## config.mk

```make
export PLATFORM = sky130hd
export DESIGN_NAME = ntt_stage_ctrl
export DESIGN_NICKNAME = d
export VERILOG_FILES = /design/src/rtl/ntt_ctrl_pkg.sv /design/src/rtl/ntt_wb_delay.sv /design/src/rtl/ntt_stage_ctrl.sv
export SDC_FILE = /design/constraint.sdc
export NUM_CORES = 1
export LEC_CHECK = 0
export CAP_MARGIN = 20
export CORE_MARGIN = 2
export CORE_UTILIZATION = 49
export DETAILED_ROUTE_END_ITERATION = 8
export PLACE_DENSITY_LB_ADDON = 0.2
export SLEW_MARGIN = 10
export SYNTH_ARGS = -nofsm -noshare
export SYNTH_HDL_FRONTEND = slang
export SYNTH_SLANG_ARGS = --single-unit
```

## constraint.sdc

```tcl
create_clock -name clk -period 3.5 [get_ports clk]
set_input_delay 0.7 -clock clk [delete_from_list [all_inputs] [get_ports clk]]
set_output_delay 0.7 -clock clk [all_outputs]
set_load 0.005 [all_outputs]
```

## src/rtl/ntt_ctrl_pkg.sv

```systemverilog
// ntt_ctrl_pkg: shared definitions for the NTT stage controller.
//   - `D_width      : coefficient / modulus width (default 32 when not set by the build)
//   - ntt_state_t    : FSM state encoding, with StIdle/StRun/StDrain/StDone constants
//   - drain_len()    : pipeline drain length, RAM read latency plus butterfly latency
//   - ntt_addr_t     : coefficient address type for the default transform length

`ifndef D_width
`define D_width 32
`endif

package ntt_ctrl_pkg;

    // Default configuration, used as the controller's parameter defaults.
    localparam int unsigned NttNDef     = 1024;
    localparam int unsigned NttLogNDef  = $clog2(NttNDef);
    localparam int unsigned NttRdLatDef = 1;
    localparam int unsigned NttBuLatDef = 2;

    typedef logic [NttLogNDef-1:0] ntt_addr_t;

    // Kept as plain constants so older code that compares raw state bits keeps working.
    typedef logic [1:0] ntt_state_t;
    localparam ntt_state_t StIdle  = 2'd0;
    localparam ntt_state_t StRun   = 2'd1;
    localparam ntt_state_t StDrain = 2'd2;
    localparam ntt_state_t StDone  = 2'd3;

    // Cycles from a read strobe to the matching butterfly outputs.
    function automatic int unsigned drain_len(input int unsigned rd_lat,
                                              input int unsigned bu_lat);
        return rd_lat + bu_lat;
    endfunction

    localparam int unsigned NttDrainDef = drain_len(NttRdLatDef, NttBuLatDef);

endpackage

```

## src/rtl/ntt_wb_delay.sv

```systemverilog
// ntt_wb_delay: DEPTH-stage shift register that turns a read issue into the matching
// write-back strobe once the RAM read and the butterfly have completed.
//   clk, rst                      : clock, synchronous active-high reset (clears every stage)
//   in_valid, in_addr_a/b         : read strobe and read addresses at issue time
//   out_valid, out_addr_a/b       : the same values delayed by exactly DEPTH cycles

module ntt_wb_delay
    import ntt_ctrl_pkg::*;
#(
    parameter int unsigned DEPTH = NttDrainDef,
    parameter int unsigned AW    = NttLogNDef
) (
    input  logic          clk,
    input  logic          rst,
    input  logic          in_valid,
    input  logic [AW-1:0] in_addr_a,
    input  logic [AW-1:0] in_addr_b,
    output logic          out_valid,
    output logic [AW-1:0] out_addr_a,
    output logic [AW-1:0] out_addr_b
);

    logic [DEPTH-1:0] valid_q;
    logic [AW-1:0]    addr_a_q [DEPTH];
    logic [AW-1:0]    addr_b_q [DEPTH];

    always_ff @(posedge clk) begin
        if (rst) begin
            valid_q <= '0;
            for (int i = 0; i < DEPTH; i++) begin
                addr_a_q[i] <= '0;
                addr_b_q[i] <= '0;
            end
        end else begin
            valid_q[0]  <= in_valid;
            addr_a_q[0] <= in_addr_a;
            addr_b_q[0] <= in_addr_b;
            for (int i = 1; i < DEPTH; i++) begin
                valid_q[i]  <= valid_q[i-1];
                addr_a_q[i] <= addr_a_q[i-1];
                addr_b_q[i] <= addr_b_q[i-1];
            end
        end
    end

    assign out_valid  = valid_q[DEPTH-1];
    assign out_addr_a = addr_a_q[DEPTH-1];
    assign out_addr_b = addr_b_q[DEPTH-1];

endmodule

```

## src/rtl/ntt_stage_ctrl.sv

```systemverilog
// ntt_stage_ctrl: sequences one in-place forward negacyclic NTT (Cooley-Tukey,
// bit-reversed twiddles) of N coefficients through a single butterfly.
//   clk, rst            : clock, synchronous active-high reset (aborts any transform)
//   start, modulus_in   : one-cycle request and modulus, accepted only when idle
//   busy, done          : busy through the last drain cycle; done pulses once at the end
//   rd_en, rd_addr_a/b  : coefficient reads j and j+t, one butterfly per cycle
//   tw_addr             : twiddle-ROM index m+i
//   modulus             : modulus latched at start, held until the next start
//   wr_en, wr_addr_a/b  : write-back of the butterfly outputs, D cycles after the read

module ntt_stage_ctrl
    import ntt_ctrl_pkg::*;
#(
    parameter int unsigned N      = NttNDef,
    parameter int unsigned LOG_N  = $clog2(N),
    parameter int unsigned RD_LAT = NttRdLatDef,
    parameter int unsigned BU_LAT = NttBuLatDef
) (
    input  logic                clk,
    input  logic                rst,
    input  logic                start,
    input  logic [`D_width-1:0] modulus_in,
    output logic                busy,
    output logic                done,
    output logic                rd_en,
    output logic [LOG_N-1:0]    rd_addr_a,
    output logic [LOG_N-1:0]    rd_addr_b,
    output logic [LOG_N-1:0]    tw_addr,
    output logic [`D_width-1:0] modulus,
    output logic                wr_en,
    output logic [LOG_N-1:0]    wr_addr_a,
    output logic [LOG_N-1:0]    wr_addr_b
);

    localparam int unsigned D  = drain_len(RD_LAT, BU_LAT);
    localparam int unsigned DW = $clog2(D + 1);

    localparam logic [LOG_N-1:0] AddrOne   = LOG_N'(1);
    localparam logic [LOG_N-1:0] HalfN     = LOG_N'(N / 2);
    localparam logic [LOG_N-1:0] LastStage = LOG_N'(LOG_N - 1);
    localparam logic [DW-1:0]    LastDrain = DW'(D - 1);

    ntt_state_t          state_q, state_d;
    logic [LOG_N-1:0]    stage_q, stage_d;
    logic [LOG_N-1:0]    m_q, m_d;        // groups in this stage, 2^s
    logic [LOG_N-1:0]    t_q, t_d;        // butterfly span, N >> (s+1)
    logic [LOG_N-1:0]    i_q, i_d;        // group index
    logic [LOG_N-1:0]    k_q, k_d;        // offset inside the group
    logic [LOG_N-1:0]    base_q, base_d;  // 2*i*t, kept incrementally
    logic [DW-1:0]       drain_q, drain_d;
    logic [`D_width-1:0] mod_q, mod_d;

    logic last_k, last_i, last_stage, drain_end;

    assign last_k     = (k_q == t_q - AddrOne);
    assign last_i     = (i_q == m_q - AddrOne);
    assign last_stage = (stage_q == LastStage);
    assign drain_end  = (drain_q == LastDrain);

    always_comb begin
        state_d = state_q;
        stage_d = stage_q;
        m_d     = m_q;
        t_d     = t_q;
        i_d     = i_q;
        k_d     = k_q;
        base_d  = base_q;
        drain_d = drain_q;
        mod_d   = mod_q;

        case (state_q)
            StIdle: begin
                if (start) begin
                    state_d = StRun;
                    stage_d = '0;
                    m_d     = AddrOne;
                    t_d     = HalfN;
                    i_d     = '0;
                    k_d     = '0;
                    base_d  = '0;
                    drain_d = '0;
                    mod_d   = modulus_in;
                end
            end
            StRun: begin
                if (last_k) begin
                    k_d = '0;
                    if (last_i) begin
                        i_d     = '0;
                        base_d  = '0;
                        drain_d = '0;
                        state_d = StDrain;
                    end else begin
                        i_d    = i_q + AddrOne;
                        base_d = base_q + (t_q << 1);
                    end
                end else begin
                    k_d = k_q + AddrOne;
                end
            end
            StDrain: begin
                // The last write of the stage lands in the final drain cycle, so the
                // next stage may read from the following cycle on.
                if (drain_end) begin
                    drain_d = '0;
                    if (last_stage) begin
                        state_d = StDone;
                    end else begin
                        state_d = StRun;
                        stage_d = stage_q + AddrOne;
                        m_d     = m_q << 1;
                        t_d     = t_q >> 1;
                    end
                end else begin
                    drain_d = drain_q + DW'(1);
                end
            end
            StDone: begin
                state_d = StIdle;
            end
            default: begin
                state_d = StIdle;
            end
        endcase
    end

    always_ff @(posedge clk) begin
        if (rst) begin
            state_q <= StIdle;
            stage_q <= '0;
            m_q     <= '0;
            t_q     <= '0;
            i_q     <= '0;
            k_q     <= '0;
            base_q  <= '0;
            drain_q <= '0;
            mod_q   <= '0;
        end else begin
            state_q <= state_d;
            stage_q <= stage_d;
            m_q     <= m_d;
            t_q     <= t_d;
            i_q     <= i_d;
            k_q     <= k_d;
            base_q  <= base_d;
            drain_q <= drain_d;
            mod_q   <= mod_d;
        end
    end

    // Addresses are forced to zero outside issue cycles, which also keeps the
    // invalid slots of the write-back delay line at zero.
    assign rd_en     = (state_q == StRun);
    assign rd_addr_a = rd_en ? (base_q + k_q) : '0;
    assign rd_addr_b = rd_en ? (base_q + k_q + t_q) : '0;
    assign tw_addr   = rd_en ? (m_q + i_q) : '0;
    assign busy      = (state_q == StRun) || (state_q == StDrain);
    assign done      = (state_q == StDone);
    assign modulus   = mod_q;

    ntt_wb_delay #(
        .DEPTH (D),
        .AW    (LOG_N)
    ) u_wb_delay (
        .clk        (clk),
        .rst        (rst),
        .in_valid   (rd_en),
        .in_addr_a  (rd_addr_a),
        .in_addr_b  (rd_addr_b),
        .out_valid  (wr_en),
        .out_addr_a (wr_addr_a),
        .out_addr_b (wr_addr_b)
    );

endmodule

```

==> flow_metrics.tcl <==
set metrics [dict create \
    outcome "complete, but fails checks" \
    violated_checks "setup timing" \
    gr-total-overflow 0 \
    cell_internal_pwr_w 0.003416 \
    placeableCoreArea_mm2 0.01520 \
    max_stage_delay_ns 0.38 \
    timing.critical_path.to_type "output pin" \
    cts_made_buffers 17 \
    area.growth.synth_to_final_pct 35.28 \
    worst_path_class_setup "reg -> out" \
    finish.instance_area_mm2 0.01030 \
    detail_route.wl_per_cell_um 15.69 \
    power.static_leakage_nw 4.308 \
    dpl-instance-area_mm2 0.009260 \
    post_cts_hold_buffer_count 0 \
    cap_viol_max_count 0 \
    routed_wl_mm 19.28 \
    final_nets 1113 \
    first_global_vias 6113 \
    syn_area_mm2 0.007611 \
    setup.worst_path.start_class "register" \
    timing.hold.ws_ns 0.4343 \
    yosys_warnings 0 \
    setup_viol 5 \
    path_common_cell "sky130_fd_sc_hd__a21oi_2" \
    pwr-share-seq_pct 36.8 \
    fraction_of_the_mapped_netlist_area_in_adder_cells_pct 8.351 \
    post_synth_inst_count 869 \
    fp.dieArea_mm2 0.01655 \
    clkSlewWorstSetupHoldPaths_ns 0.06 \
    post_synth_and_or_nand_nor_area_fraction_pct 23.48 \
    power.share.switching_pct 31.97 \
    synth-edff-count 0 \
    fin_crit_ns 4.026 \
    sequential_fraction_of_the_synthesis_area_pct 38.93 \
    largest_cells_by_area_after_synthesis "sky130_fd_sc_hd__dfxtp_1 39%, sky130_fd_sc_hd__ha_1 7.6%, sky130_fd_sc_hd__nand2_1 4.8%" \
    first_pass_grt_wire_length_mm 30.05 \
    maxSlewViolCount 0 \
    vdd_drop_max_uv 359.6 \
    crit_required_ns 2.80 \
    crit_chain "ha_4, a21o_1, a21oi_2, o21bai_1, a21oi_2, o21ai_1, xor2_1, ha_2, nor3_1, a2111oi_4, o211ai_1, xnor2_1, and2_1, buf_2" \
    timing.critical_path.fanout_max 3 \
    worstHoldPathType "reg -> reg" \
    totalNegativeSetupSlack_ns -1.154 \
    clk_latency_ns 0.43 \
    timing.final.ws_setup_ns -0.5263 \
    die_w_um 128.6 \
    route.antenna.remaining_nets 0 \
    clock_sinks 148 \
    period_share_pct 115.0 \
    detail_route.first_pass.iterations 4 \
    rsz_0062_raised_after_global_routing "true" \
    drt_drc_violations_left 0 \
    power.combinational.fraction_pct 27.0 \
    final_cells 1229 \
    global_route.usage.total_pct 22.76 \
    clkPwrFrac_pct 36.1 \
    worst_slew_margin_rel_pct 32.52 \
    routed_vias 6548 \
    htree_num_levels 4 \
    tritoncts_clock_tree "built" \
    net-switching-power_w 0.001605 \
    post-synth-top-count-cell "sky130_fd_sc_hd__dfxtp_1" \
    max_freq_mhz 248.4 \
    power-per-cell-area_mw_per_mm2 487.7 \
    pin_count_of_the_biggest_net_entering_global_routing 98 \
    synth_common_cells "148 x sky130_fd_sc_hd__dfxtp_1, 98 x sky130_fd_sc_hd__nand2_1, 59 x sky130_fd_sc_hd__nor2_1" \
    post_synth_mux_area_share_pct 1.332 \
    synth_fp_nets 953 \
    die_height_um 128.6 \
    floorplan.initialDensity_pct 50.07 \
    tightest_slew_ns 1.012 \
    antenna_violations_before_repair 0 \
    synth_ff_type "sky130_fd_sc_hd__dfxtp_1" \
    ys_async_sr_fraction_pct 0 \
    synth_top_cell_area_share_pct 38.93 \
    yosys_register_bits 148 \
    synthesized_area_fraction_occupied_by_ao_oa_aoi_and_oai_cells_pct 13.89 \
    antenna_diode_instance_count 0 \
    final.setup_skew_ns 0.01475 \
    synth-xor-area-share_pct 8.105 \
    post-synth-top-area-cell "sky130_fd_sc_hd__dfxtp_1" \
    main_combinational_cell_family_by_area_after_synthesis "simple AND/OR/NAND/NOR gates" \
    drt_first_iter_violations 384 \
    postSynthAreaPerCell_um2 8.758 \
    placedCellCount 1187 \
    post_route_cells_drive_above_1_share_pct 18.44 \
    place_hpwl_mm 12.86 \
    clk_root_buffer_cell "sky130_fd_sc_hd__clkbuf_16" \
    cts.path.max_buffers 2 \
    arrival_time_worst_endpoint_ns 3.33 \
    core.rowCount 45 \
    vias_per_inst 5.328 \
    crit_slowest_cell "sky130_fd_sc_hd__ha_2" \
    finalHoldViolations 0 \
    finalWeightedCongestion 0.8873 \
    netlist-cell-type-count 72 \
    port-buffer-count 120 \
    ios 121 \
]
==> power groups by stage <==
stage               sequential (W)  combinational, W  clock [W]
floorplan                  0.00189          0.000820          0
global placement           0.00188           0.00131          0
detailed placement         0.00189           0.00132          0
CTS                        0.00185           0.00135    0.00185
global route               0.00186           0.00149    0.00193
finish                     0.00185           0.00136    0.00181
==> metal layers <==
layer | track usage (%) | up-vias | wire (µm)
met5 | 0 | - | 0
met4 | 9.463 | 0 | 554
met3 | 3.867 | 38 | 775
met2 | 38.42 | 167 | 9285
met1 | 28.96 | 3055 | 8667
li1 | - | 3288 | -
==> registers in the layout, indices dropped and copies added (netlist names), 9 cells and up <==
name and cells:
modulus 32, u_wb_delay.addr_a_q 30, u_wb_delay.addr_b_q 30, i_q 10, k_q 10, stage_q 10, base_q 9, m_q 9
==> final timing paths <==
path | to | cells past startpoint | from | slack [ns]
max | rd_addr_b[9] | 14 | k_q[2]$_SDFFE_PP0P_ | -0.53
min | u_wb_delay.addr_a_q[0][27]$_SDFF_PP0_ | 1 | u_wb_delay.addr_a_q[0][17]$_SDFF_PP0_ | 0.43
max reg2reg | k_q[4]$_SDFFE_PP0P_ | 8 | state_q[1]$_SDFFE_PP0P_ | 0.56
min reg2reg | u_wb_delay.addr_a_q[0][27]$_SDFF_PP0_ | 1 | u_wb_delay.addr_a_q[0][17]$_SDFF_PP0_ | 0.43
==> cells by family after synthesis <==
kind of cell	count (synthesis)
buffers and inverters	89
adder cells (fa/ha/maj)	49
AND/OR/NAND/NOR	349
flip-flops	148
multiplexers	10
AO/OA/AOI/OAI	156
XOR/XNOR	68
==> cell type report <==
cell class | count | area (µm²)
Clock buffer | 19 | 442.9
Clock inverter | 12 | 145.1
Fill cell | 1230 | 4906
Inverter | 23 | 86.33
Multi-Input combinational cell | 632 | 4563
Sequential cell | 148 | 2970
Tap cell | 188 | 235.2
Timing Repair Buffer | 207 | 1853
==> worst max-delay path, delay by kind of cell, from the launching register on <==
kind / cells / cell delay [ns]
buf+inv: 1 / 0.12
xor+xnor: 2 / 0.41
fa+ha+maj: 2 / 0.63
simple gates: 2 / 0.23
flops: 1 / 0.33
compound gates: 7 / 1.19
==> cells in the final DEF, fill, tap and decap left out, types with 6 or more instances in the layout <==
master,n
sky130_fd_sc_hd__xnor2_1,31
sky130_fd_sc_hd__o21bai_1,6
sky130_fd_sc_hd__nand3_1,26
sky130_fd_sc_hd__nor2b_1,47
sky130_fd_sc_hd__a21oi_2,6
sky130_fd_sc_hd__o211ai_1,20
sky130_fd_sc_hd__ha_4,7
sky130_fd_sc_hd__nor2_1,59
sky130_fd_sc_hd__buf_4,80
sky130_fd_sc_hd__o21a_1,8
sky130_fd_sc_hd__and3_1,16
sky130_fd_sc_hd__a32o_1,7
sky130_fd_sc_hd__inv_1,21
sky130_fd_sc_hd__o21ai_0,14
sky130_fd_sc_hd__clkbuf_16,17
sky130_fd_sc_hd__mux2i_1,9
sky130_fd_sc_hd__and2_1,29
sky130_fd_sc_hd__a21oi_1,50
sky130_fd_sc_hd__nand2_1,97
sky130_fd_sc_hd__ha_1,37
sky130_fd_sc_hd__nor3_1,26
sky130_fd_sc_hd__nor4_1,7
sky130_fd_sc_hd__a21o_1,7
sky130_fd_sc_hd__clkdlybuf4s50_1,110
sky130_fd_sc_hd__xor2_1,25
sky130_fd_sc_hd__dfxtp_1,142
sky130_fd_sc_hd__dfxtp_2,6
sky130_fd_sc_hd__buf_6,7
==> per-stage QoR <==
stage / setup slack [ns] / power [W] / util [%]
3_3_place_gp: -0.5145 / 0.003193 / 60.91
6_report: -0.5263 / 0.005021 / 67.73
3_5_place_dp: -0.5700 / 0.003209 / 60.91
2_1_floorplan: 0.02833 / 0.002715 / -
5_1_grt: -0.6850 / 0.005272 / 67.73
4_1_cts: -0.3941 / 0.005047 / 66.43
==> repair_timing <==
item	in CTS	in global routing
setup buffers	10	5
endpoints found under the hold margin	0	0
setup endpoints to repair	11	13
pin swaps	32	22
gates cloned	0	0
gates resized for setup	60	35
Note: power is estimated with default switching activity, not from simulation.
